## src/rtl/f32_to_int_seq.sv

```systemverilog
// f32_to_int_seq
// Sequential IEEE-754 single-precision to signed 32-bit integer converter.
// The result is truncated toward zero. The block consumes the float quotient from
// the upstream divider and returns a two's-complement word with status flags.
// A normal operand's mantissa moves one bit per cycle through a small FSM.
// Special operands (NaN, Inf, out of range, |x| < 1) are resolved on the accept edge.
//
// Parameters
//   SAT_EN      1: an overflow/Inf result saturates to 0x7FFFFFFF / 0x80000000
//               0: an overflow/Inf result gives out_int = 0 (out_ovf is still set)
// Ports
//   clk         clock; all state changes on the rising edge
//   rst         asynchronous reset, active-high
//   in_valid    in_f is valid
//   in_ready    block can accept in_f (IDLE and not in reset)
//   in_f        IEEE-754 single {sign, exp[7:0], frac[22:0]}
//   out_valid   out_int and flags are valid
//   out_ready   consumer takes the result
//   out_int     signed result, truncated toward zero
//   out_ovf     |value| >= 2^31 (except exactly -2^31), or +/-Inf
//   out_nan     input was NaN (out_int = 0)
//   out_inexact nonzero fraction bits were discarded
module f32_to_int_seq #(
    parameter bit SAT_EN = 1'b1
) (
    input  logic        clk,
    input  logic        rst,
    input  logic        in_valid,
    output logic        in_ready,
    input  logic [31:0] in_f,
    output logic        out_valid,
    input  logic        out_ready,
    output logic [31:0] out_int,
    output logic        out_ovf,
    output logic        out_nan,
    output logic        out_inexact
);

    typedef enum logic [1:0] {
        ST_IDLE  = 2'd0,
        ST_SHIFT = 2'd1,
        ST_DONE  = 2'd2
    } state_t;

    // Value returned for an overflowing operand of the given sign.
    function automatic logic [31:0] ovf_value(input logic sign);
        logic [31:0] val;
        if (SAT_EN) begin
            val = sign ? 32'h8000_0000 : 32'h7FFF_FFFF;
        end else begin
            val = 32'h0000_0000;
        end
        return val;
    endfunction

    state_t      state_q, state_d;
    logic [31:0] mag_q, mag_d;
    logic [4:0]  cnt_q, cnt_d;
    logic        left_q, left_d;
    logic        sticky_q, sticky_d;
    logic        sign_q, sign_d;
    logic        out_valid_q, out_valid_d;
    logic [31:0] out_int_q, out_int_d;
    logic        ovf_q, ovf_d;
    logic        nan_q, nan_d;
    logic        inexact_q, inexact_d;

    logic        in_sign_s;
    logic [7:0]  in_exp_s;
    logic [22:0] in_frac_s;
    logic [7:0]  left_cnt_s;
    logic [7:0]  right_cnt_s;

    assign in_sign_s   = in_f[31];
    assign in_exp_s    = in_f[30:23];
    assign in_frac_s   = in_f[22:0];
    // Biased exponent 150 is E = 23. Above it the mantissa moves left, below it right.
    assign left_cnt_s  = in_exp_s - 8'd150;
    assign right_cnt_s = 8'd150 - in_exp_s;

    // Next-state and next-output logic for the whole converter.
    always_comb begin
        state_d     = state_q;
        mag_d       = mag_q;
        cnt_d       = cnt_q;
        left_d      = left_q;
        sticky_d    = sticky_q;
        sign_d      = sign_q;
        out_valid_d = out_valid_q;
        out_int_d   = out_int_q;
        ovf_d       = ovf_q;
        nan_d       = nan_q;
        inexact_d   = inexact_q;

        case (state_q)
            ST_IDLE: begin
                if (in_valid) begin
                    ovf_d     = 1'b0;
                    nan_d     = 1'b0;
                    inexact_d = 1'b0;
                    if ((in_exp_s == 8'hFF) && (in_frac_s != 23'd0)) begin
                        out_int_d = 32'h0000_0000;
                        nan_d     = 1'b1;
                        state_d   = ST_DONE;
                    end else if (in_f == 32'hCF00_0000) begin
                        // Exactly -2^31 is representable; it is not an overflow.
                        out_int_d = 32'h8000_0000;
                        state_d   = ST_DONE;
                    end else if (in_exp_s >= 8'd158) begin
                        // Covers both Inf (exp 255) and E >= 31.
                        out_int_d = ovf_value(in_sign_s);
                        ovf_d     = 1'b1;
                        state_d   = ST_DONE;
                    end else if (in_exp_s < 8'd127) begin
                        // |x| < 1 truncates to zero. Denormals are flushed but still inexact.
                        out_int_d = 32'h0000_0000;
                        inexact_d = (in_f[30:0] != 31'd0);
                        state_d   = ST_DONE;
                    end else begin
                        mag_d    = {8'd0, 1'b1, in_frac_s};
                        sign_d   = in_sign_s;
                        sticky_d = 1'b0;
                        if (in_exp_s >= 8'd150) begin
                            left_d = 1'b1;
                            cnt_d  = left_cnt_s[4:0];
                        end else begin
                            left_d = 1'b0;
                            cnt_d  = right_cnt_s[4:0];
                        end
                        state_d = ST_SHIFT;
                    end
                    // Special cases raise out_valid one cycle after entering DONE.
                    out_valid_d = 1'b0;
                end else begin
                    state_d = ST_IDLE;
                end
            end
            ST_SHIFT: begin
                if (cnt_q != 5'd0) begin
                    if (left_q) begin
                        mag_d = {mag_q[30:0], 1'b0};
                    end else begin
                        mag_d    = {1'b0, mag_q[31:1]};
                        sticky_d = sticky_q | mag_q[0];
                    end
                    cnt_d = cnt_q - 5'd1;
                end else begin
                    out_int_d   = sign_q ? (32'd0 - mag_q) : mag_q;
                    ovf_d       = 1'b0;
                    nan_d       = 1'b0;
                    inexact_d   = sticky_q;
                    out_valid_d = 1'b1;
                    state_d     = ST_DONE;
                end
            end
            ST_DONE: begin
                if (!out_valid_q) begin
                    out_valid_d = 1'b1;
                end else if (out_ready) begin
                    out_valid_d = 1'b0;
                    state_d     = ST_IDLE;
                end else begin
                    out_valid_d = 1'b1;
                end
            end
            default: begin
                state_d     = ST_IDLE;
                out_valid_d = 1'b0;
            end
        endcase
    end

    // Converter state and registered outputs. Reset aborts any conversion in progress.
    always_ff @(posedge clk or posedge rst) begin
        if (rst) begin
            state_q     <= ST_IDLE;
            mag_q       <= 32'd0;
            cnt_q       <= 5'd0;
            left_q      <= 1'b0;
            sticky_q    <= 1'b0;
            sign_q      <= 1'b0;
            out_valid_q <= 1'b0;
            out_int_q   <= 32'd0;
            ovf_q       <= 1'b0;
            nan_q       <= 1'b0;
            inexact_q   <= 1'b0;
        end else begin
            state_q     <= state_d;
            mag_q       <= mag_d;
            cnt_q       <= cnt_d;
            left_q      <= left_d;
            sticky_q    <= sticky_d;
            sign_q      <= sign_d;
            out_valid_q <= out_valid_d;
            out_int_q   <= out_int_d;
            ovf_q       <= ovf_d;
            nan_q       <= nan_d;
            inexact_q   <= inexact_d;
        end
    end

    assign in_ready    = (state_q == ST_IDLE) && !rst;
    assign out_valid   = out_valid_q;
    assign out_int     = out_int_q;
    assign out_ovf     = ovf_q;
    assign out_nan     = nan_q;
    assign out_inexact = inexact_q;

endmodule

```

## config.mk

```make
export PLATFORM = sky130hd
export DESIGN_NAME = f32_to_int_seq
export DESIGN_NICKNAME = d
export VERILOG_FILES = /design/src/rtl/f32_to_int_seq.sv
export SDC_FILE = /design/constraint.sdc
export NUM_CORES = 1
export LEC_CHECK = 0
export CAP_MARGIN = 20
export CORE_MARGIN = 5
export CORE_UTILIZATION = 44
export CTS_CLUSTER_DIAMETER = 120
export DETAILED_ROUTE_END_ITERATION = 12
export PLACE_DENSITY = 0.68
export SYNTH_ARGS = -nofsm -noshare
export SYNTH_HDL_FRONTEND = slang
export SYNTH_SLANG_ARGS = --single-unit
```

## constraint.sdc

```tcl
create_clock -name clk -period 5.9 [get_ports clk]
set_input_delay 1.18 -clock clk [delete_from_list [all_inputs] [get_ports clk]]
set_output_delay 1.18 -clock clk [all_outputs]
set_load 0.01 [all_outputs]
```

==> Word level (Yosys, flattened, before mapping) <==
Cells that the tools add are included.
{ "totals": {"reg_bits": 78, "input_bits": 36, "output_inout_bits": 37, "elab_cells": 117} }
{ "classes": {"n_addsub": 4, "n_lt_le_gt_ge": 3, "n_eq_ne": 15, "n_mux": 64, "n_bitwise": 5, "reduce_logical": 15} }
{ "op_table": {"columns": ["cell", "count"], "rows": [
  ["two-way mux 32 bit", 15],
  ["case mux 32 bit (2 select lines)", 2],
  ["two-way mux 5 bit", 7],
  ["equality test 32 bit, second input constant", 1],
  ["subtractor 1 x 32 -> 32 bit, first input constant", 1],
  ["nonzero test 31 bit", 1],
  ["two-way mux 1 bit", 25],
  ["nonzero test 23 bit", 1],
  ["inequality test 2 bit, second input constant", 10],
  ["greater-or-equal comparator 8 bit, second input constant", 2],
  ["two-way mux 2 bit", 8],
  ["case mux 5 bit (2 select lines)", 1],
  ["equality test 8 bit, second input constant", 1],
  ["less-than comparator 8 x 7 -> 1 bit, second input constant", 1],
  ["case mux 1 bit (2 select lines)", 4],
  ["AND reduction 8 bit", 1],
  ["AND reduction 7 bit", 1],
  ["case mux 2 bit (3 select lines)", 1],
  ["AND reduction 3 bit", 2],
  ["AND reduction 6 bit", 1],
  ["inequality test 5 bit, second input constant", 1],
  ["nonzero test 5 bit", 1],
  ["subtractor 5 x 1 -> 5 bit, second input constant", 1],
  ["subtractor 5 bit, first input constant", 1],
  ["12 further kinds", 16]
]} }

==> Longest topological paths before layout <==
{ "logic_depth": {"ltp_word": 8, "ltp_mapped": 10, "depth_no_buf": 8} }

==> Worst setup path after synthesis <==
Ideal clock, no wire load.
{ "synth_path": {"kind": "in2reg", "from": "input port in_f[23]", "to": "register mag_q[10]", "setup_ns": 0.125, "arrival_ns": 3.031, "required_ns": 5.775, "path_slack_ns": 2.743, "path_stages": 10, "path_buffers": 2, "path_cell_list": "inv_1 > ha_1 > o21ai_0 > o21ai_1 > or2_4 > o31ai_4 > and2_1 > buf_6 > buf_12 > mux2_4"} }
{ "synth_between": {"elab_chain_cells": 4, "word_cells_on_any_way": 10, "classes_between": "order compare: 2; eq/ne: 6; reduce/logical: 2"} }
{ "synth_rtl": {"columns": ["item", "line", "source"], "rows": [
  ["from (decl)", "30", "input logic [31:0] in_f,"],
  ["branches (longest 3 deep; another with less-than comparator 8 x 7 -> 1 bit)", null, null],
  ["AND reduction 7 bit (no line) (*)", null, null],
  ["to (signal assigned)", "189", "mag_q <= mag_d;"],
  ["to (decl)", "57", "logic [31:0] mag_q, mag_d;"]
]} }
Every way passes the cells marked *.
A chain may end at the register's enable or synchronous reset.

==> Worst setup path in the final report <==
{ "layout_path": {"from": "input port in_f[23]", "to": "register mag_q[4]"} }
Same word-level chain as after synthesis.

==> results.md <==
* Worst EP required at 6120 ps
* Setup crit end kind: flop
* Logic gate share of total power at 51.1%
* RSZ-0062 raised after global routing: no
* Vias at 4,407
* Post-place setup slack at 1250 ps
* Antenna Violating Nets Remaining at 0
* Starting Density at 44.5%
* Hold crit path type: reg2reg
* Internal at 2.04 mW
* Clk pin slew, worst setup/hold paths at 60 ps
* Num CTS Buffers at 9
* Final WS setup at 1580 ps
* CTS root buffer: clkbuf_16
* Sw frac at 40.9%
* Placed inst area at 5980 µm²
* Reg2reg start: state_q[1]
* CTS Buffer Depth at 2
* Cells after Synth at 578
* Fin Setup TNS at 0 ps
* GRT Residual Overflow at 0
* Initial drt markers at 287
* Average vias per placed instance at 5.72
* Post-route clock period utilization at 73.2%
* Yosys Warn Count at 0
* Hold_sp: sticky_q
* Register bit total from synthesis at 78
* Clock Power Share at 16.4%
* Worst Setup Path Type: in2reg
* Slew Limit Fails at 0
* Share of layout cells above drive strength 1 at 11.9%
* Final min period at 4320 ps
* Pre-antenna DRT Iters at 5
* Top-count cell post-synth: a21oi_1
* Post-synth EDFFs at 0
* Hold Buf Count CTS at 0
* Worst R2R Path Depth at 7
* Total GRT Usage at 18.8%
* Crit path DAT at 4540 ps
* Largest net degree at the start of global routing at 59
* Vias in the first global route at 4,417
* Psw at 1.42 mW
* Syn Nets at 626
* Rel. slew slack at 27.9%
* DRT Wirelength at 13,400 µm
* Diode count at 0
* Seq/Total Area, Yosys at 37.0%
* Residual DRC count at 0
* Tot Pwr at 3.46 mW
* Most frequent cells after synthesis: 82 x a21oi_1, 78 x dfrtp_1, 76 x nor2_1
* Die area at 14,300 µm²
* Fmax at 232 MHz
* PostCTS Resize Cnt at 0
* Startpoint types: primary input
* WHS at 496 ps
* Post-synth top flop: dfrtp_1
* Area delta synth->final at 19.3%
* Max cap viols at 0
* Unique masters post-synth at 64
* Share of the synthesized area in the top cell type at 37.0%
* PwrDens at 550 nW/µm²
* Hold Fails Final Rpt at 0
* Most area-consuming cells after synthesis: dfrtp_1 37%, a21oi_1 7.8%, mux2_4 6.5%, mux2i_1 5.9%, nor2_1 5.4%
* Peak supply drop at 243 µV
* Htree depth at 3
* Initial antenna violation count at 0
* Post-CTS Setup Bufs at 0
* Worst-margin pin slew at 1080 ps
* Row count at 40
* Number of setup violations in the final report at 0
* CTS tree: done
* Ports at 73
* First-pass GRT wire length at 22,000 µm
* Wire length per cell at 17.3 µm
* Nets at 667
* Die H at 119 µm
* Clk sink count at 78
* Core Area at 11,900 µm²
* Reg power frac at 32.5%
* Dpl hpwl at 9550 µm
* Mapped Area at 5280 µm²
* Clock skew at 7.79 ps
* Leak at 2.54 nW
* Clock Latency Late Sink at 330 ps
* Post-synth top area cell: dfrtp_1
* Post-synthesis async set-or-reset flop share at 100%
* Final instance area at 6290 µm²
* Syn Area/Cell at 9.13 µm²
* DIE WIDTH at 119 µm
* Crit Path Max Fanout at 36
* CP Launch Point: in_f[23]
* Gpl congestion at 0.872
* Hold Path Depth at 2
* Port bufs at 72
* Status: completed
==> critical path, stage by stage <==
cell             delay (ps)
clkdlybuf4s50_1         620
inv_1                   120
ha_1                    210
o21ai_0                 150
o21ai_1                 150
or2_4                   320
o31ai_4                 400
and2_2                  960
mux2_2                  420
==> registers in the layout, summed over array words and instances, names as in the netlist, 2 cells and up <==
signal	count
cnt_q	5
mag_q	32
out_int	32
state_q	2
==> cells in the final DEF, fill, tap and decap left out, types with 3 or more instances in the layout <==
| master | n |
|---|---|
| clkinvlp_4 | 3 |
| a31oi_1 | 8 |
| dfrtp_1 | 78 |
| o41ai_1 | 10 |
| or2_2 | 4 |
| inv_1 | 17 |
| xnor2_1 | 28 |
| xor2_1 | 3 |
| nor2_1 | 76 |
| nand2_1 | 41 |
| nor2b_1 | 3 |
| clkbuf_16 | 9 |
| nor4_1 | 10 |
| mux2i_1 | 31 |
| nor3_1 | 6 |
| o2111ai_1 | 4 |
| ha_1 | 11 |
| and3_1 | 3 |
| o31ai_1 | 5 |
| o21ai_0 | 15 |
| a21oi_1 | 82 |
| nand3_1 | 10 |
| o41ai_2 | 4 |
| mux2_2 | 10 |
| mux2_4 | 23 |
| buf_4 | 4 |
| clkdlybuf4s50_1 | 72 |
| nand2b_1 | 4 |
==> worst paths after layout <==
| check | end | slack [ps] |
|---|---|---|
| setup / recovery | mag_q[4] | 1580 |
| hold / removal | sticky_q | 500 |
| setup reg to reg | out_int[9] | 2350 |
| hold reg to reg | sticky_q | 500 |
| max in group asynchronous | mag_q[2] | 3500 |
| min in group asynchronous | cnt_q[2] | 1340 |
==> power by group through the flow <==
stage / Combinational, mW / Sequential, mW / Clock [mW]
global placement: 1.73 / 1.12 / 0
detailed placement: 1.77 / 1.13 / 0
floorplan: 1.37 / 1.01 / 0
CTS: 1.78 / 1.12 / 0.577
global route: 1.94 / 1.16 / 0.598
finish: 1.77 / 1.12 / 0.566
==> metal layers <==
layer,vias up,share of wire [%],routed length (µm),global-route usage [%]
met3,16,3.4,460,3.44
met5,-,0,0,0
met4,0,1.5,206,5.58
li1,2165,-,-,-
met2,84,50,6730,32.9
met1,2142,45,5950,23.7
==> cell type report <==
class | count | area, µm²
fill | 1068 | 5570
multi-input combinational | 436 | 3030
sequential | 78 | 1950
timing repair buffer | 76 | 751
clock buffer | 11 | 253
tap | 147 | 184
inverter | 18 | 67.6
clock inverter | 5 | 57.6
==> through the flow <==
stage          util [%]  std cells
2_1_floorplan         -        578
3_3_place_gp       50.4        755
3_5_place_dp       50.4        755
4_1_cts            53.1        771
5_1_grt            53.1        771
6_report           53.1        771
==> logic make-up (layout without fill, tap and decap cells) <==
logic type | Yosys count | in the layout | synth area share (%)
muxes | 64 | 64 | 14.6
AOI/OAI and AO/OA | 150 | 150 | 18.3
and+or+nand+nor | 179 | 179 | 16.3
buffers and inverters | 64 | 110 | 5.81
xor gates and xnor gates | 31 | 31 | 5.15
adders and majority gates | 12 | 12 | 2.85
DFF | 78 | 78 | 37.0
No activity file was read; power rests on OpenSTA's default activity.
==> RTL change, RTL diff (same settings) <==
Set the parameter `SAT_EN` to 1'b0 (it was 1'b1).
--- a/src/rtl/f32_to_int_seq.sv
+++ b/src/rtl/f32_to_int_seq.sv
@@ -23,3 +23,3 @@
 module f32_to_int_seq #(
-    parameter bit SAT_EN = 1'b1
+    parameter bit SAT_EN = 1'b0
 ) (
Behaviour: not the same (Yosys sat finds a counterexample within 4 cycles, from zero or initial values and one cycle with rst high).
==> RTL change against the unedited design <==
Utilization up 1.3 points; count of clock-buffer cells in the layout up 1; setup slack better by 0.093 ns; global-route usage down 0.18 points; first-iteration DRC count up 47%; register-to-register slack better by 0.36 ns; area after synthesis down 8.0%; hold slack worse by 0.017 ns; power down 31%; final area down 6.4%; sequential power down 20%; routed wire length down 9.0%; sequential cell count unchanged; critical path type unchanged; largest cell class unchanged; highest routed layer unchanged.
==> RTL change: results (changes against the unedited design) <==
metric,value,unit,change
vias_per_cell,5.761,,was 5.716
clock-root-buffer,clkbuf_8,,was clkbuf_16
cp_slowest_cell,nor4_1,,was and2_2
regToRegStartpoint,cnt_q[0],,was state_q[1]
slowest_delay,0.69,ns,was 0.96 ns
gp_congestion,0.9213,,was 0.8716
place_inst,728,,was 755
tightest_slew,0.9569,ns,was 1.082 ns
wl_per_cell,16.33,um,was 17.32 um
grt_first_pass_wirelength,19.78,mm,was 21.97 mm
ys_types,55,,was 64
cellLeakagePower,2.494,nW,was 2.544 nW
layout-drive-gt1-share,6.457,%,was 11.86%
finalNonFillerCells,744,,was 771
status,finished clean,,unchanged
nets,648,,was 667
synth_ff_type,dfrtp_1,,unchanged
syn_area_per_cell,8.774,sq um,was 9.126 sq um
cp-startpoint,in_f[5],,was in_f[23]
async_reset_ff_share,100.0,%,unchanged
arrival,4.44,ns,was 4.54 ns
placed_area,0.005614,sq mm,was 0.005983 sq mm
clk_latency,0.36,ns,was 0.33 ns
grt_pass1_vias,3953,,was 4417
ys_seq_area_share,40.23,%,was 37.00%
first_pass_iters,7,,was 5
grt_util_all_layers,18.63,%,was 18.81%
grt_start_max_net_pins,88,,was 59
synthTopCellsByArea,"dfrtp_1 (40%), mux2i_1 (7.0%), nand2_1 (7.0%)",,"was dfrtp_1 (37%), a21oi_1 (7.8%), mux2_4 (6.5%)"
yosys-top-cells-count,"nand2_1 (90), dfrtp_1 (78), o21ai_0 (46)",,"was a21oi_1 (82), dfrtp_1 (78), nor2_1 (76)"
crit_fanout,46,,was 36
clock_skew,0.008739,ns,was 0.007792 ns
syn_nets,601,,was 626
internal_power,0.001412,W,was 0.002044 W
fmax,0.2368,GHz,was 0.2317 GHz
holdCritStartpoint,out_int[23],,was sticky_q
ir_drop,182.5,uV,was 243.4 uV
dp_hpwl,8.767,mm,was 9.550 mm
drt_iter0_drc,421,,was 287
==> RTL change: layout make-up <==
cell class	count	area (sq um)	share of cell area (%)
clock buffers	12	165.2	2.804
inverters	15	56.30	0.9560
clock inverters	3	90.09	1.530
multi-input cells	417	2645	44.91
flip-flops and latches	78	1952	33.14
well taps	140	175.2	2.974
repair buffers	79	805.8	13.68
==> RTL change: logic make-up after synthesis <==
group,Yosys count,synth area share (%)
simple gates,182,17.59
compound gates,155,20.35
flops,78,40.23
buf+inv,58,5.492
mux,36,7.478
xor+xnor,32,5.776
fa+ha+maj,12,3.094
==> RTL change: metal layers <==
metal	routed length (um)	vias up	GRT usage (%)
met5	0	-	0
li1	-	2074	-
met2	5365	151	27.12
met1	5821	2044	27.84
met3	704	17	3.421
met4	261	0	6.338
==> RTL change: final timing paths <==
| kind | to | slack (ns) | depth (start not counted) |
|---|---|---|---|
| max in group asynchronous | mag_q[22] | 3.90 | 4 |
| max reg2reg | mag_q[11] | 2.71 | 8 |
| max | mag_q[11] | 1.68 | 7 |
| min | out_int[23] | 0.48 | 2 |
| min reg2reg | out_int[23] | 0.48 | 2 |
| min in group asynchronous | left_q | 1.08 | 2 |
==> RTL change: power groups by stage <==
| stage | clock network [W] | logic (W) | registers (W) |
|---|---|---|---|
| 2_1_floorplan | 0 | 0.000809 | 0.000787 |
| 3_3_place_gp | 0 | 0.000924 | 0.000892 |
| 3_5_place_dp | 0 | 0.000962 | 0.000901 |
| 4_1_cts | 0.000513 | 0.000966 | 0.000892 |
| 5_1_grt | 0.000544 | 0.00108 | 0.000920 |
| 6_report | 0.000510 | 0.000967 | 0.000898 |
==> RTL change: worst register-to-register path: stages, from the launching register on <==
cell and delay [ns]:
dfrtp_1 0.40, inv_1 0.12, ha_1 0.15, or4b_2 0.67, o21bai_1 0.32, nor3_1 0.13, a2bb2oi_4 0.59, buf_4 0.48
o21ai_0 0.19
==> RTL change: per-stage QoR <==
| step | worst slack (ns) | power (W) |
|---|---|---|
| floorplan | 2.725 | 0.001596 |
| global placement | 1.367 | 0.001816 |
| detailed placement | 1.305 | 0.001863 |
| CTS | 1.658 | 0.002371 |
| global route | 1.489 | 0.002542 |
| finish | 1.676 | 0.002375 |
